<file path="src/rtl/leg4_pkg.sv">
// rtl/leg4_pkg.sv - shared opcode, subcode and sequencer state definitions
// Purpose: OPR codes, F_/E_ subop codes and the sequencer state encoding,
//          shared by the sequencer and the ALU.
// Ports:   none (package).
package leg4_pkg;

   typedef enum logic [3:0] {
      OPR_NOP = 4'h0, OPR_JCN = 4'h1, OPR_FIM = 4'h2, OPR_FIN = 4'h3,
      OPR_JUN = 4'h4, OPR_JMS = 4'h5, OPR_INC = 4'h6, OPR_ISZ = 4'h7,
      OPR_ADD = 4'h8, OPR_SUB = 4'h9, OPR_LD  = 4'hA, OPR_XCH = 4'hB,
      OPR_BBL = 4'hC, OPR_LDM = 4'hD, OPR_E   = 4'hE, OPR_F   = 4'hF
   } opr_e;

   typedef enum logic [3:0] {
      F_CLB = 4'h0, F_CLC = 4'h1, F_IAC = 4'h2, F_CMC = 4'h3,
      F_CMA = 4'h4, F_RAL = 4'h5, F_RAR = 4'h6, F_TCC = 4'h7,
      F_DAC = 4'h8, F_TCS = 4'h9, F_STC = 4'hA, F_DAA = 4'hB,
      F_KBP = 4'hC, F_DCL = 4'hD, F_RSV_E = 4'hE, F_RSV_F = 4'hF
   } f_sub_e;

   typedef enum logic [3:0] {
      E_WRM = 4'h0, E_WMP = 4'h1, E_WRR = 4'h2, E_WPM = 4'h3,
      E_WR0 = 4'h4, E_WR1 = 4'h5, E_WR2 = 4'h6, E_WR3 = 4'h7,
      E_SBM = 4'h8, E_RDM = 4'h9, E_RDR = 4'hA, E_ADM = 4'hB,
      E_RD0 = 4'hC, E_RD1 = 4'hD, E_RD2 = 4'hE, E_RD3 = 4'hF
   } e_sub_e;

   typedef enum logic [1:0] {
      S_FETCH1 = 2'd0,
      S_FETCH2 = 2'd1,
      S_EXEC   = 2'd2
   } state_e;

   // Instructions that carry a second program byte (FIM only when OPA[0]=0;
   // OPA[0]=1 in the same OPR is SRC, a single-byte instruction).
   function automatic logic is_two_byte(input logic [7:0] b);
      opr_e o;
      o = opr_e'(b[7:4]);
      return (o == OPR_JCN) || (o == OPR_JUN) || (o == OPR_JMS) ||
             (o == OPR_ISZ) || ((o == OPR_FIM) && !b[0]);
   endfunction

endpackage

</file>
<file path="src/rtl/call_stack.sv">
// rtl/call_stack.sv - three-deep circular return-address stack
// Purpose: 3 x 12-bit return stack. A push advances the pointer (mod 3) and
//          writes there, so a 4th push overwrites the oldest entry. A pop
//          returns the entry at the current pointer and steps it back, with
//          no empty/underflow tracking.
// Ports:   clk, rst_n      - clock, asynchronous active-low reset
//          push, pop       - one-cycle strobes (push wins if both are set)
//          push_data[11:0] - address to store
//          pop_data[11:0]  - entry at the current pointer
module call_stack (
   input  logic        clk,
   input  logic        rst_n,
   input  logic        push,
   input  logic        pop,
   input  logic [11:0] push_data,
   output logic [11:0] pop_data
);

   logic [1:0]  ptr_q, ptr_d;
   logic [11:0] stk_q [3];
   logic [11:0] stk_d [3];

   function automatic logic [1:0] wrap_inc(input logic [1:0] p);
      return (p == 2'd2) ? 2'd0 : p + 2'd1;
   endfunction

   function automatic logic [1:0] wrap_dec(input logic [1:0] p);
      return (p == 2'd0) ? 2'd2 : p - 2'd1;
   endfunction

   always_comb begin
      ptr_d = ptr_q;
      stk_d = stk_q;
      if (push) begin
         ptr_d        = wrap_inc(ptr_q);
         stk_d[ptr_d] = push_data;
      end else if (pop) begin
         ptr_d = wrap_dec(ptr_q);
      end
   end

   assign pop_data = stk_q[ptr_q];

   always_ff @(posedge clk or negedge rst_n) begin
      if (!rst_n) begin
         ptr_q <= 2'd0;
         for (int i = 0; i < 3; i++) stk_q[i] <= 12'h000;
      end else begin
         ptr_q <= ptr_d;
         stk_q <= stk_d;
      end
   end

endmodule

</file>
<file path="src/rtl/instr_sequencer.sv">
// rtl/instr_sequencer.sv - fetch/execute sequencer for the 4-bit core
// Purpose: fetches one or two program bytes, executes for one cycle, owns
//          PC, accumulator, carry and the return stack.
// Ports:   clk, rst_n                 - clock, asynchronous active-low reset
//          rom_addr/req/ack/data      - program byte fetch handshake
//          alu_op/sub_op/opa          - operation presented to the ALU
//          alu_result/carry/zero      - combinational ALU outputs
//          reg_addr/rdata/we/wdata    - index register file access
//          acc, carry                 - architectural accumulator and carry
//          hold                       - stall; freezes everything
//          instr_done                 - one-cycle pulse at retire
module instr_sequencer
   import leg4_pkg::*;
(
   input  logic        clk,
   input  logic        rst_n,
   output logic [11:0] rom_addr,
   output logic        rom_req,
   input  logic        rom_ack,
   input  logic [7:0]  rom_data,
   output logic [3:0]  alu_op,
   output logic [3:0]  alu_sub_op,
   output logic [3:0]  alu_opa,
   input  logic [3:0]  alu_result,
   input  logic        alu_carry,
   input  logic        alu_zero,
   output logic [3:0]  reg_addr,
   input  logic [3:0]  reg_rdata,
   output logic        reg_we,
   output logic [3:0]  reg_wdata,
   output logic [3:0]  acc,
   output logic        carry,
   input  logic        hold,
   output logic        instr_done
);

   state_e      state_q, state_d;
   logic [11:0] pc_q, pc_d;
   logic [7:0]  ir_q, ir_d;
   logic [7:0]  ir2_q, ir2_d;
   logic [3:0]  acc_q, acc_d;
   logic        carry_q, carry_d;
   logic        stk_push, stk_pop;
   logic [11:0] stk_rdata;
   opr_e        opr;
   logic [3:0]  opa;
   logic        jcn_cond;
   logic [3:0]  isz_val;
   logic        in_exec;
   logic        unused_alu_zero;

   assign opr      = opr_e'(ir_q[7:4]);
   assign opa      = ir_q[3:0];
   assign in_exec  = (state_q == S_EXEC);
   // Branch conditions look at acc directly, never at the ALU zero flag.
   assign jcn_cond = (opa[2] && (acc_q == 4'h0)) || (opa[1] && carry_q);
   assign isz_val  = reg_rdata + 4'd1;
   assign unused_alu_zero = alu_zero;

   assign rom_addr   = pc_q;
   assign rom_req    = !hold && ((state_q == S_FETCH1) || (state_q == S_FETCH2));
   assign alu_op     = in_exec ? ir_q[7:4] : 4'h0;
   assign alu_sub_op = in_exec ? opa : 4'h0;
   assign alu_opa    = ((opr == OPR_LDM) || (opr == OPR_BBL)) ? opa : reg_rdata;
   assign reg_addr   = opa;
   assign acc        = acc_q;
   assign carry      = carry_q;

   call_stack u_stack (
      .clk       (clk),
      .rst_n     (rst_n),
      .push      (stk_push),
      .pop       (stk_pop),
      .push_data (pc_q),
      .pop_data  (stk_rdata)
   );

   always_comb begin
      state_d    = state_q;
      pc_d       = pc_q;
      ir_d       = ir_q;
      ir2_d      = ir2_q;
      acc_d      = acc_q;
      carry_d    = carry_q;
      reg_we     = 1'b0;
      reg_wdata  = 4'h0;
      instr_done = 1'b0;
      stk_push   = 1'b0;
      stk_pop    = 1'b0;
      if (!hold) begin
         case (state_q)
            S_FETCH1: if (rom_ack) begin
               ir_d    = rom_data;
               pc_d    = pc_q + 12'd1;
               state_d = is_two_byte(rom_data) ? S_FETCH2 : S_EXEC;
            end
            S_FETCH2: if (rom_ack) begin
               ir2_d   = rom_data;
               pc_d    = pc_q + 12'd1;
               state_d = S_EXEC;
            end
            S_EXEC: begin
               instr_done = 1'b1;
               state_d    = S_FETCH1;
               // pc_q already points past the second byte here, so its page
               // is the one short jumps stay in and the JMS return address.
               case (opr)
                  OPR_JCN: if (jcn_cond ^ opa[3]) pc_d = {pc_q[11:8], ir2_q};
                  OPR_JUN: pc_d = {opa, ir2_q};
                  OPR_JMS: begin
                     stk_push = 1'b1;
                     pc_d     = {opa, ir2_q};
                  end
                  OPR_INC: begin
                     reg_we    = 1'b1;
                     reg_wdata = alu_result;
                  end
                  OPR_ISZ: begin
                     reg_we    = 1'b1;
                     reg_wdata = isz_val;
                     if (isz_val != 4'h0) pc_d = {pc_q[11:8], ir2_q};
                  end
                  OPR_ADD, OPR_SUB, OPR_LD, OPR_LDM: begin
                     acc_d   = alu_result;
                     carry_d = alu_carry;
                  end
                  OPR_F: if (f_sub_e'(opa) == F_CLB) begin
                     acc_d   = alu_result;
                     carry_d = alu_carry;
                  end
                  OPR_XCH: begin
                     reg_we    = 1'b1;
                     reg_wdata = acc_q;
                     acc_d     = reg_rdata;
                  end
                  OPR_BBL: begin
                     stk_pop = 1'b1;
                     pc_d    = stk_rdata;
                     acc_d   = alu_result;
                  end
                  default: ;
               endcase
            end
            default: state_d = S_FETCH1;
         endcase
      end
   end

   always_ff @(posedge clk or negedge rst_n) begin
      if (!rst_n) begin
         state_q <= S_FETCH1;
         pc_q    <= 12'h000;
         ir_q    <= 8'h00;
         ir2_q   <= 8'h00;
         acc_q   <= 4'h0;
         carry_q <= 1'b0;
      end else begin
         state_q <= state_d;
         pc_q    <= pc_d;
         ir_q    <= ir_d;
         ir2_q   <= ir2_d;
         acc_q   <= acc_d;
         carry_q <= carry_d;
      end
   end

endmodule

</file>
<file path="config.mk">
export PLATFORM = sky130hd
export DESIGN_NAME = instr_sequencer
export DESIGN_NICKNAME = d
export VERILOG_FILES = /design/src/rtl/leg4_pkg.sv /design/src/rtl/call_stack.sv /design/src/rtl/instr_sequencer.sv
export SDC_FILE = /design/constraint.sdc
export NUM_CORES = 1
export LEC_CHECK = 0
export BUFFER_PORTS_ARGS = -buffer_cell sky130_fd_sc_hd__clkbuf_2
export CORE_MARGIN = 5
export CORE_UTILIZATION = 55
export DETAILED_ROUTE_END_ITERATION = 10
export HOLD_SLACK_MARGIN = 0.1
export PLACE_DENSITY = 0.88
export SYNTH_ARGS = -nofsm -noshare
export SYNTH_HDL_FRONTEND = slang
export SYNTH_SLANG_ARGS = --single-unit
</file>
<file path="constraint.sdc">
create_clock -name clk -period 3.2 [get_ports clk]
set_clock_uncertainty 0.2 [all_clocks]
set_input_delay 0.64 -clock clk [delete_from_list [all_inputs] [get_ports clk]]
set_output_delay 0.64 -clock clk [all_outputs]
set_load 0.05 [all_outputs]
</file>
==> results of run 1 <==
[power by group through the flow]
| stage | Clock, mW | Sequential, mW | Combinational [mW] |
|---|---|---|---|
| 2_1_floorplan | 0 | 1.78 | 0.965 |
| 3_3_place_gp | 0 | 1.57 | 1.54 |
| 3_5_place_dp | 0 | 1.60 | 1.59 |
| 4_1_cts | 0.919 | 1.58 | 1.60 |
| 5_1_grt | 0.960 | 1.65 | 1.72 |
| 6_report | 0.911 | 1.59 | 1.60 |
[worst paths after layout]
path	start	slack, ns	to	depth (start not counted)
min reg2reg	u_stack.stk_q[28]	0.30	u_stack.stk_q[28]	1
min	rst_n	0.30	u_stack.stk_q[26]	2
max	ir_q[6]	0.27	reg_wdata[3]	6
max reg2reg	state_q[1]	0.32	rom_addr[1]	6
max in group asynchronous	rst_n	1.91	acc[3]	2
min in group clk	u_stack.stk_q[28]	0.30	u_stack.stk_q[28]	1
[final cells by class]
class / count / area, sq um / share of cell area [%]
Clock inverter: 4 / 98.8 / 2.09
Sequential cell: 73 / 1830 / 38.7
Clock buffer: 12 / 155 / 3.29
Tap cell: 99 / 124 / 2.63
Multi-Input combinational cell: 282 / 2130 / 45.2
Timing Repair Buffer: 66 / 345 / 7.32
Inverter: 9 / 33.8 / 0.716
[through the flow]
step                area [sq um]  hold slack, ns
floorplan                   4120           0.144
global placement            4460           0.287
detailed placement          4460           0.290
CTS                         4720           0.308
global route                4720           0.319
finish                      4720           0.296
[per-layer routing]
| layer | track usage (%) | share of wire (%) | vias to the layer above | routed length (microns) |
|---|---|---|---|---|
| li1 | - | - | 1522 | - |
| met1 | 29.4 | 41 | 1696 | 4100 |
| met2 | 39.3 | 51 | 119 | 5020 |
| met3 | 4.11 | 5.2 | 23 | 514 |
| met4 | 10.9 | 2.6 | 0 | 259 |
| met5 | 0 | 0 | - | 0 |
[critical path, cell delays in order (launching register included)]
cell and delay (ns):
sky130_fd_sc_hd__dfrtp_1 0.48, sky130_fd_sc_hd__inv_1 0.22, sky130_fd_sc_hd__and4_1 0.41, sky130_fd_sc_hd__nor2_1 0.09
sky130_fd_sc_hd__nor2_1 0.12, sky130_fd_sc_hd__nor2b_2 0.15, sky130_fd_sc_hd__clkbuf_2 0.27
[registers in the layout, indices dropped and copies added, names as in the netlist]
register	count
u_stack.stk_q	36
rom_addr	12
ir2_q	8
ir_q	8
acc	4
state_q	2
u_stack.ptr_q	2
carry	1
[placed cells by master, fill, tap and decap left out, types with 2 or more instances in the layout]
| cell type | n |
|---|---|
| sky130_fd_sc_hd__nand3b_1 | 2 |
| sky130_fd_sc_hd__a31oi_1 | 4 |
| sky130_fd_sc_hd__mux2i_1 | 17 |
| sky130_fd_sc_hd__and4_1 | 2 |
| sky130_fd_sc_hd__buf_4 | 6 |
| sky130_fd_sc_hd__o21a_1 | 2 |
| sky130_fd_sc_hd__bufinv_16 | 3 |
| sky130_fd_sc_hd__o41ai_1 | 4 |
| sky130_fd_sc_hd__and2_1 | 7 |
| sky130_fd_sc_hd__mux2_2 | 62 |
| sky130_fd_sc_hd__a22oi_1 | 4 |
| sky130_fd_sc_hd__o31a_1 | 3 |
| sky130_fd_sc_hd__ha_1 | 8 |
| sky130_fd_sc_hd__nand2_1 | 34 |
| sky130_fd_sc_hd__o31ai_1 | 2 |
| sky130_fd_sc_hd__mux2_4 | 2 |
| sky130_fd_sc_hd__and3_1 | 4 |
| sky130_fd_sc_hd__clkbuf_8 | 11 |
| sky130_fd_sc_hd__nor3_1 | 2 |
| sky130_fd_sc_hd__nor2_1 | 23 |
| sky130_fd_sc_hd__nor2b_1 | 2 |
| sky130_fd_sc_hd__a211oi_1 | 2 |
| sky130_fd_sc_hd__nand4_1 | 2 |
| sky130_fd_sc_hd__nor2b_2 | 2 |
| sky130_fd_sc_hd__nand3_1 | 9 |
| sky130_fd_sc_hd__dfrtp_1 | 73 |
| sky130_fd_sc_hd__clkbuf_2 | 59 |
| sky130_fd_sc_hd__inv_1 | 8 |
| sky130_fd_sc_hd__or3_1 | 4 |
| sky130_fd_sc_hd__o21ai_0 | 17 |
| sky130_fd_sc_hd__nor4_1 | 3 |
| sky130_fd_sc_hd__o2bb2ai_1 | 6 |
| sky130_fd_sc_hd__nand2b_1 | 6 |
| sky130_fd_sc_hd__a21oi_1 | 23 |
| sky130_fd_sc_hd__o21ai_1 | 2 |
| sky130_fd_sc_hd__a221oi_1 | 2 |
[cell families (layout without fill, tap and decap cells)]
logic type,Yosys count,in the layout,share of synthesized area [%]
flops,73,73,44.4
fa+ha+maj,8,8,2.43
mux,81,81,21.8
simple gates,110,110,14.0
buf+inv,37,91,4.01
xor+xnor,2,2,0.425
compound gates,81,81,12.9
==> qor.json, run 1 <==
{
  "route": {
    "routed-via-count": 3360,
    "detail_route.wl_per_cell_microns": 18.2,
    "antenna_left": 0,
    "route.final.wire_length_mm": 9.89,
    "drt-initial-drc-count": 351,
    "vias_per_cell": 6.17,
    "drt_pre_antenna_iters": 10,
    "drc": 0
  },
  "sta": {
    "fin_worst_setup_slack_ns": 0.275,
    "finalMaxSlewViolations": 0,
    "slew_headroom_pct": 35.3,
    "layout_worst_path_cycle_share_pct": 91.4,
    "final_setup_vio_count": 0,
    "highest_achievable_clock_rate_mhz": 342,
    "tightestPinTransition_ns": 0.968,
    "setup_total_negative_slack_ns": 0,
    "final_hold_viol_count": 0,
    "unrepaired_setup_endpoints_after_global_routing": "false",
    "crit_path_time_final_ns": 2.93
  },
  "logic_synthesis": {
    "synth.cells.most_frequent": "73 x sky130_fd_sc_hd__dfrtp_1, 62 x sky130_fd_sc_hd__mux2_2, 34 x sky130_fd_sc_hd__nand2_1, 23 x sky130_fd_sc_hd__a21oi_1, 23 x sky130_fd_sc_hd__nor2_1",
    "synth_top_flop_cell": "sky130_fd_sc_hd__dfrtp_1",
    "synth.top_cell.area_share_pct": 44.4,
    "synthesis.yosys.warnings": 0,
    "postSynthCellCount": 392,
    "yosysTopAreaCell": "sky130_fd_sc_hd__dfrtp_1",
    "post_synthesis_async_set_or_reset_flop_share_pct": 100,
    "netlist_area_sq_um": 4120,
    "post_synth_main_area_contributors": "sky130_fd_sc_hd__dfrtp_1 44%, sky130_fd_sc_hd__mux2_2 17%, sky130_fd_sc_hd__mux2i_1 4.1%, sky130_fd_sc_hd__nand2_1 3.1%, sky130_fd_sc_hd__a21oi_1 2.8%",
    "synth_most_common_cell": "sky130_fd_sc_hd__dfrtp_1",
    "syn_nets": 422,
    "synth_edf_count": 0,
    "synth_seq_cells": 73,
    "syn_area_per_cell_sq_um": 10.5,
    "synth.yosys.seq_area_share_pct": 44.4,
    "synth.distinct_cells": 58
  },
  "clocking": {
    "cts.sink_count": 73,
    "cts_max_level": 3,
    "clkTransAtPathRegs_ns": 0.07,
    "clk_latency_ns": 0.36,
    "postCtsSetupBuffers": 0,
    "cts_hold_buffers": 0,
    "cts.root.buffer_cell": "sky130_fd_sc_hd__clkbuf_8",
    "cts.path.max_buffers": 2,
    "post_cts_resize_count": 0,
    "clock_tree_from_tritoncts": "yes",
    "cts_buffers": 9
  },
  "global_routing": {
    "grt_first_pass_wirelength_mm": 16.6,
    "globalRouteOverflowTotal": 0,
    "antenna_found_initial": 0,
    "globalRouteTotalUtil_pct": 23.4,
    "grt_max_degree": 74,
    "first_global_vias": 3342
  },
  "power": {
    "netSwitchingPower_mw": 1.79,
    "power.share.sequential_pct": 38.9,
    "cellInternalPower_mw": 2.31,
    "pwr-share-comb_pct": 38.9,
    "worst_ir_drop_vdd_v": 0.000448,
    "sw_share_pct": 43.8,
    "cellLeakagePower_nw": 2.20,
    "report.power.total_mw": 4.10,
    "power_frac_clock_pct": 22.2,
    "p_per_area_nw_per_um2": 869
  },
  "hold_path": {
    "min-delay-path-class": "in2async"
  },
  "status": {
    "status": "finished, final reports clean"
  },
  "critical_path": {
    "start_kind": "flip-flop",
    "arrival_time_worst_endpoint_ns": 2.09,
    "timing_worst_setup_path_type": "reg2out",
    "cp.required_ns": 2.36,
    "critical_path.endpoint_type": "output pin",
    "crit_path_max_fanout": 8
  },
  "layout": {
    "post_route_cells_drive_above_1_share_pct": 34.1,
    "fin_cells": 545,
    "num-fill-cells": 569,
    "final_core_density_pct": 65.1,
    "area.growth.synth_to_final_pct": 14.6,
    "antenna_cells_inserted": 0,
    "finish.net_count": 471
  },
  "run": {
    "max_cap_viol_count": 0
  },
  "placed_design": {
    "placement.setup.worst_slack_ns": 0.429,
    "routability_driven_placement_congestion_ratio": 0.872,
    "dp_cells": 529,
    "dp.final_hpwl_mm": 6.96,
    "number_of_i_o_port_buffers": 60
  },
  "die": {
    "die_height_microns": 96.5,
    "floorplan.initialDensity_pct": 56.8,
    "die_area_sq_um": 9320,
    "floorplan.rows": 31,
    "design.core.area_sq_um": 7250,
    "die_w_microns": 96.5,
    "pin_count": 62
  }
}
Note: power is estimated with default switching activity, not from simulation.
==> run 2: changes to the inputs <==
CORE_UTILIZATION = 30   (was 55)
PLACE_DENSITY = 0.58   (was 0.88)
RECOVER_POWER = 50   (was default)
==> qor.json, run 2 (synthesis gave the netlist of run 1 again) <==
{
  "global_routing": {
    "first_global_vias": 3236,
    "globalRouteOverflowTotal": 0,
    "globalRouteTotalUtil_pct": 14.1,
    "antenna_found_initial": 0,
    "grt_max_degree": 74,
    "grt_first_pass_wirelength_mm": 18.1
  },
  "critical_path": {
    "timing_worst_setup_path_type": "reg2out",
    "arrival_time_worst_endpoint_ns": 2.04,
    "cp.required_ns": 2.36,
    "crit_path_max_fanout": 16,
    "start_kind": "flip-flop",
    "critical_path.endpoint_type": "output pin",
    "cp_cell_sequence": "and4_1, nor2_1, nor2_1, nor2b_2, clkbuf_2",
    "cp-startpoint": "ir_q[7]",
    "cp_common_cell": "sky130_fd_sc_hd__nor2_1",
    "regToRegSetupSlack_ns": 0.43,
    "count_of_cells_along_the_worst_register_to_register_path": 6,
    "crit_path_top_delay_cell": "sky130_fd_sc_hd__dfrtp_1",
    "worst_path_largest_cell_delay_ns": 0.65,
    "r2r_end": "u_stack.stk_q[31]",
    "timing.rr.start": "state_q[1]"
  },
  "clocking": {
    "postCtsSetupBuffers": 0,
    "cts.sink_count": 73,
    "clock_tree_from_tritoncts": "yes",
    "cts_buffers": 9,
    "clk_latency_ns": 0.33,
    "clkTransAtPathRegs_ns": 0.06,
    "post_cts_resize_count": 0,
    "cts.path.max_buffers": 2,
    "cts_max_level": 3,
    "cts_hold_buffers": 0,
    "cts.root.buffer_cell": "sky130_fd_sc_hd__clkbuf_16"
  },
  "sta": {
    "slew_headroom_pct": -20.4,
    "tightestPinTransition_ns": 1.81,
    "layout_worst_path_cycle_share_pct": 89.9,
    "unrepaired_setup_endpoints_after_global_routing": "false",
    "highest_achievable_clock_rate_mhz": 348,
    "setup_total_negative_slack_ns": 0,
    "final_hold_viol_count": 0,
    "crit_path_time_final_ns": 2.88,
    "finalMaxSlewViolations": 74,
    "final_setup_vio_count": 0
  },
  "placed_design": {
    "number_of_i_o_port_buffers": 60,
    "routability_driven_placement_congestion_ratio": 0.881,
    "dp.final_hpwl_mm": 8.15,
    "placed_area_sq_um": 4630
  },
  "layout": {
    "layout.cells.most_common": "sky130_fd_sc_hd__dfrtp_1",
    "antenna_cells_inserted": 0,
    "final_area_sq_um": 4920,
    "post_route_cells_drive_above_1_share_pct": 34.1,
    "most_frequent_cells_in_the_layout": "73 x sky130_fd_sc_hd__dfrtp_1, 62 x sky130_fd_sc_hd__mux2_2, 57 x sky130_fd_sc_hd__clkbuf_2",
    "layout.area.seq_sq_um": 1830,
    "area.growth.synth_to_final_pct": 19.6,
    "num-fill-cells": 1350,
    "multi_input_comb_area_sq_um": 2140,
    "finish.net_count": 477,
    "largest_register": "u_stack.stk_q",
    "largest_reg_flops": 36
  },
  "hold_path": {
    "hold_path_startpoint": "u_stack.stk_q[35]",
    "hold_path_end": "u_stack.stk_q[35]",
    "worstHoldPathCells": 1,
    "min-delay-path-class": "reg2reg"
  },
  "status": {
    "status": "finished, violations left",
    "failed_checks": "capacitance limit, slew limit"
  },
  "power": {
    "cellLeakagePower_nw": 2.25,
    "p_per_area_nw_per_um2": 878,
    "worst_ir_drop_vdd_v": 0.000357
  },
  "route": {
    "antenna_left": 0,
    "drt_pre_antenna_iters": 4,
    "route.final.wire_length_mm": 11.2,
    "drc": 0,
    "routed-via-count": 3288,
    "vias_per_cell": 5.24,
    "detail_route.wl_per_cell_microns": 17.8,
    "drt-initial-drc-count": 191
  },
  "die": {
    "design.core.area_sq_um": 13300,
    "floorplan.rows": 42,
    "pin_count": 62,
    "die_height_microns": 127,
    "die_w_microns": 127,
    "floorplan.initialDensity_pct": 30.8,
    "die_area_sq_um": 16200
  },
  "run": {
    "max_cap_viol_count": 1
  }
}
## run 2: changes by cell type in the layout (fill, tap and decap cells not counted), moves of 2 or more
cell,delta
sky130_fd_sc_hd__clkbuf_16,+9
sky130_fd_sc_hd__clkbuf_1,+4
sky130_fd_sc_hd__clkbuf_2,-2
sky130_fd_sc_hd__buf_4,+4
sky130_fd_sc_hd__clkbuf_8,-11
sky130_fd_sc_hd__inv_6,+2
## run 2: per-stage QoR
| stage | setup slack (ns) | hold WS [ns] | utilization, % | cells | power (mW) |
|---|---|---|---|---|---|
| after floorplan | 0.0173 | 0.144 | - | 392 | 2.75 |
| after global placement | 0.489 | 0.287 | 34.7 | 612 | 3.22 |
| after detailed placement | 0.439 | 0.292 | 34.7 | 612 | 3.26 |
| after CTS | 0.345 | 0.145 | 37.1 | 628 | 4.36 |
| after global routing | 0.180 | 0.315 | 36.9 | 628 | 4.56 |
| final | 0.323 | 0.303 | 36.9 | 628 | 4.32 |
## run 2: critical path, delay by kind of cell, from the launching register on
kind / cells / cell delay, ns
buf+inv: 1 / 0.27
simple gates: 4 / 0.79
flops: 1 / 0.65
## run 2: routing by layer
metal | global-route usage [%] | vias up | wire (microns)
met5 | 0 | - | 0
met4 | 4.35 | 0 | 108
met3 | 1.71 | 9 | 337
met2 | 23.2 | 80 | 5480
met1 | 19.6 | 1665 | 5270
li1 | - | 1534 | -
## run 2: layout make-up
type,instances,share of cell area [%]
multi-input cells,282,43.5
flip-flops and latches,73,37.1
repair buffers,72,7.73
clock buffers,10,4.65
well taps,176,4.47
clock inverters,6,1.83
inverters,9,0.686
## run 2: worst max path at each step
stage	to	slack, ns	depth (start not counted)
after floorplan	reg_wdata[3]	0.02	6
after global placement	rom_addr[0]	0.49	6
after detailed placement	u_stack.stk_q[28]	0.44	6
after CTS	reg_wdata[3]	0.34	5
after global routing	reg_wdata[3]	0.18	5
final	reg_wdata[3]	0.32	5
## run 2: power by group
group          internal, mW  switching (mW)
combinational         0.570            1.08
sequential             1.20           0.386
clock                 0.687           0.397
total                  2.45            1.87
==> run 3: changes to the inputs <==
clock period = 3 ns   (was 3.2 ns; I/O delays follow)
==> qor.json, run 3 (synthesis gave the netlist of run 1 again) <==
{
  "critical_path": {
    "crit_path_max_fanout": 15,
    "regToRegSetupSlack_ns": 0.30,
    "crit_path_top_delay_cell": "sky130_fd_sc_hd__dfrtp_1",
    "arrival_time_worst_endpoint_ns": 2.00,
    "timing.rr.start": "state_q[1]",
    "count_of_cells_along_the_worst_register_to_register_path": 6,
    "r2r_end": "u_stack.stk_q[26]",
    "critical_path.endpoint_type": "output pin",
    "cp_cell_sequence": "and4_1, nor2_1, nor2_2, nor2b_2, clkbuf_2",
    "timing_worst_setup_path_type": "reg2out",
    "start_kind": "flip-flop",
    "cp-startpoint": "ir_q[4]",
    "worst_path_largest_cell_delay_ns": 0.63,
    "cp.required_ns": 2.20
  },
  "route": {
    "vias_per_cell": 5.22,
    "wl_met3_microns": 533,
    "top_layer": "met4",
    "detail_route.wl_per_cell_microns": 17.2,
    "drt-initial-drc-count": 237,
    "drt_pre_antenna_iters": 4,
    "wirelength_met1_mm": 4.77,
    "antenna_left": 0,
    "routed-via-count": 3285,
    "wl_met2_mm": 5.31,
    "route.final.wire_length_mm": 10.8,
    "drc": 0
  },
  "global_routing": {
    "globalRouteOverflowTotal": 0,
    "first_global_vias": 3293,
    "grt_max_degree": 74,
    "grt_first_pass_wirelength_mm": 17.8,
    "globalRouteTotalUtil_pct": 13.9,
    "antenna_found_initial": 0
  },
  "die": {
    "die_w_microns": 127,
    "floorplan.rows": 42,
    "design.core.area_sq_um": 13300,
    "pin_count": 62,
    "die_height_microns": 127,
    "die_area_sq_um": 16200,
    "floorplan.initialDensity_pct": 30.8
  },
  "run": {
    "max_cap_viol_count": 1
  },
  "layout": {
    "post_route_cells_drive_above_1_share_pct": 33.8,
    "finish.net_count": 478,
    "largest_reg_flops": 36,
    "largest_register": "u_stack.stk_q",
    "layout.cells.most_common": "sky130_fd_sc_hd__dfrtp_1",
    "antenna_cells_inserted": 0,
    "most_frequent_cells_in_the_layout": "73 x sky130_fd_sc_hd__dfrtp_1, 62 x sky130_fd_sc_hd__mux2_2, 53 x sky130_fd_sc_hd__clkbuf_2",
    "area.growth.synth_to_final_pct": 20.1,
    "num-fill-cells": 1319
  },
  "clocking": {
    "clkTransAtPathRegs_ns": 0.06,
    "cts.root.buffer_cell": "sky130_fd_sc_hd__clkbuf_16",
    "cts_hold_buffers": 0,
    "clock_tree_from_tritoncts": "yes",
    "cts_max_level": 3,
    "clk_latency_ns": 0.34,
    "cts.sink_count": 73,
    "post_cts_resize_count": 0,
    "cts.path.max_buffers": 2,
    "postCtsSetupBuffers": 0,
    "cts_buffers": 9
  },
  "hold_path": {
    "hold_path_end": "carry",
    "hold_path_startpoint": "alu_carry",
    "min-delay-path-class": "in2reg",
    "worstHoldPathCells": 2
  },
  "power": {
    "p_per_area_nw_per_um2": 939,
    "cellLeakagePower_nw": 2.25,
    "report.power.total_mw": 4.65,
    "power.share.sequential_pct": 37.0,
    "worst_ir_drop_vdd_v": 0.000316,
    "netSwitchingPower_mw": 1.99,
    "sw_share_pct": 42.9,
    "pwr-share-comb_pct": 36.9,
    "power_frac_clock_pct": 26.1,
    "cellInternalPower_mw": 2.65
  },
  "sta": {
    "layout_worst_path_cycle_share_pct": 93.5,
    "final_hold_viol_count": 0,
    "crit_path_time_final_ns": 2.80,
    "finalMaxSlewViolations": 74,
    "setup_total_negative_slack_ns": 0,
    "slew_headroom_pct": -20.6,
    "holdWs_ns": 0.297,
    "final_setup_vio_count": 0,
    "unrepaired_setup_endpoints_after_global_routing": "false",
    "highest_achievable_clock_rate_mhz": 357,
    "tightestPinTransition_ns": 1.81
  },
  "status": {
    "status": "finished, violations left",
    "failed_checks": "capacitance limit, slew limit"
  },
  "placed_design": {
    "number_of_i_o_port_buffers": 60,
    "routability_driven_placement_congestion_ratio": 0.911,
    "dp.final_hpwl_mm": 7.71
  }
}
[run 3: cell count changes in the layout (fill, tap and decap cells not counted), sizes merged]
cell | previous run | this run
buf | 11 | 12
clkbuf | 71 | 72
inv | 11 | 10
[run 3: through the flow]
| step | setup slack [ns] | utilization [%] | cell area [sq um] | std cells |
|---|---|---|---|---|
| 2_1_floorplan | 0.116 | - | 4120 | 392 |
| 3_3_place_gp | 0.376 | 34.7 | 4640 | 613 |
| 3_5_place_dp | 0.344 | 34.7 | 4640 | 613 |
| 4_1_cts | 0.203 | 37.3 | 4970 | 629 |
| 5_1_grt | 0.0704 | 37.1 | 4950 | 629 |
| 6_report | 0.196 | 37.1 | 4950 | 629 |
[run 3: power by group through the flow]
| stage | Combinational [mW] | Sequential, mW | Clock (mW) |
|---|---|---|---|
| after floorplan | 1.03 | 1.90 | 0 |
| after detailed placement | 1.74 | 1.74 | 0 |
| final | 1.72 | 1.72 | 1.21 |
| after global routing | 1.86 | 1.78 | 1.27 |
| after global placement | 1.71 | 1.72 | 0 |
| after CTS | 1.74 | 1.72 | 1.24 |
[run 3: worst max-delay path: cells and delay by family (launching register included)]
family                 cells  cell delay, ns
and+or+nand+nor            4            0.76
buffers and inverters      1            0.27
DFF                        1            0.63
[run 3: how the worst max path moves through the flow]
stage,endpoint,slack (ns),cells after the start
after detailed placement,rom_addr[6],0.34,6
after CTS,reg_wdata[3],0.20,5
after global placement,rom_addr[6],0.38,6
final,reg_wdata[3],0.20,5
after global routing,reg_wdata[3],0.07,5
after floorplan,reg_wdata[3],0.12,6
[run 3: final cells by class]
type / instances / area [sq um] / share of cell area (%)
inverter: 9 / 33.8 / 0.683
timing repair buffer: 73 / 383 / 7.74
tap: 176 / 220 / 4.45
clock inverter: 5 / 85.1 / 1.72
sequential: 73 / 1830 / 36.9
multi-input combinational: 282 / 2150 / 43.4
clock buffer: 11 / 253 / 5.11
[run 3: metal layers]
| layer | global-route usage (%) | vias up |
|---|---|---|
| met5 | 0 | - |
| met4 | 4.86 | 0 |
| met3 | 3.01 | 19 |
| met2 | 22.9 | 92 |
| met1 | 18.1 | 1635 |
| li1 | - | 1539 |
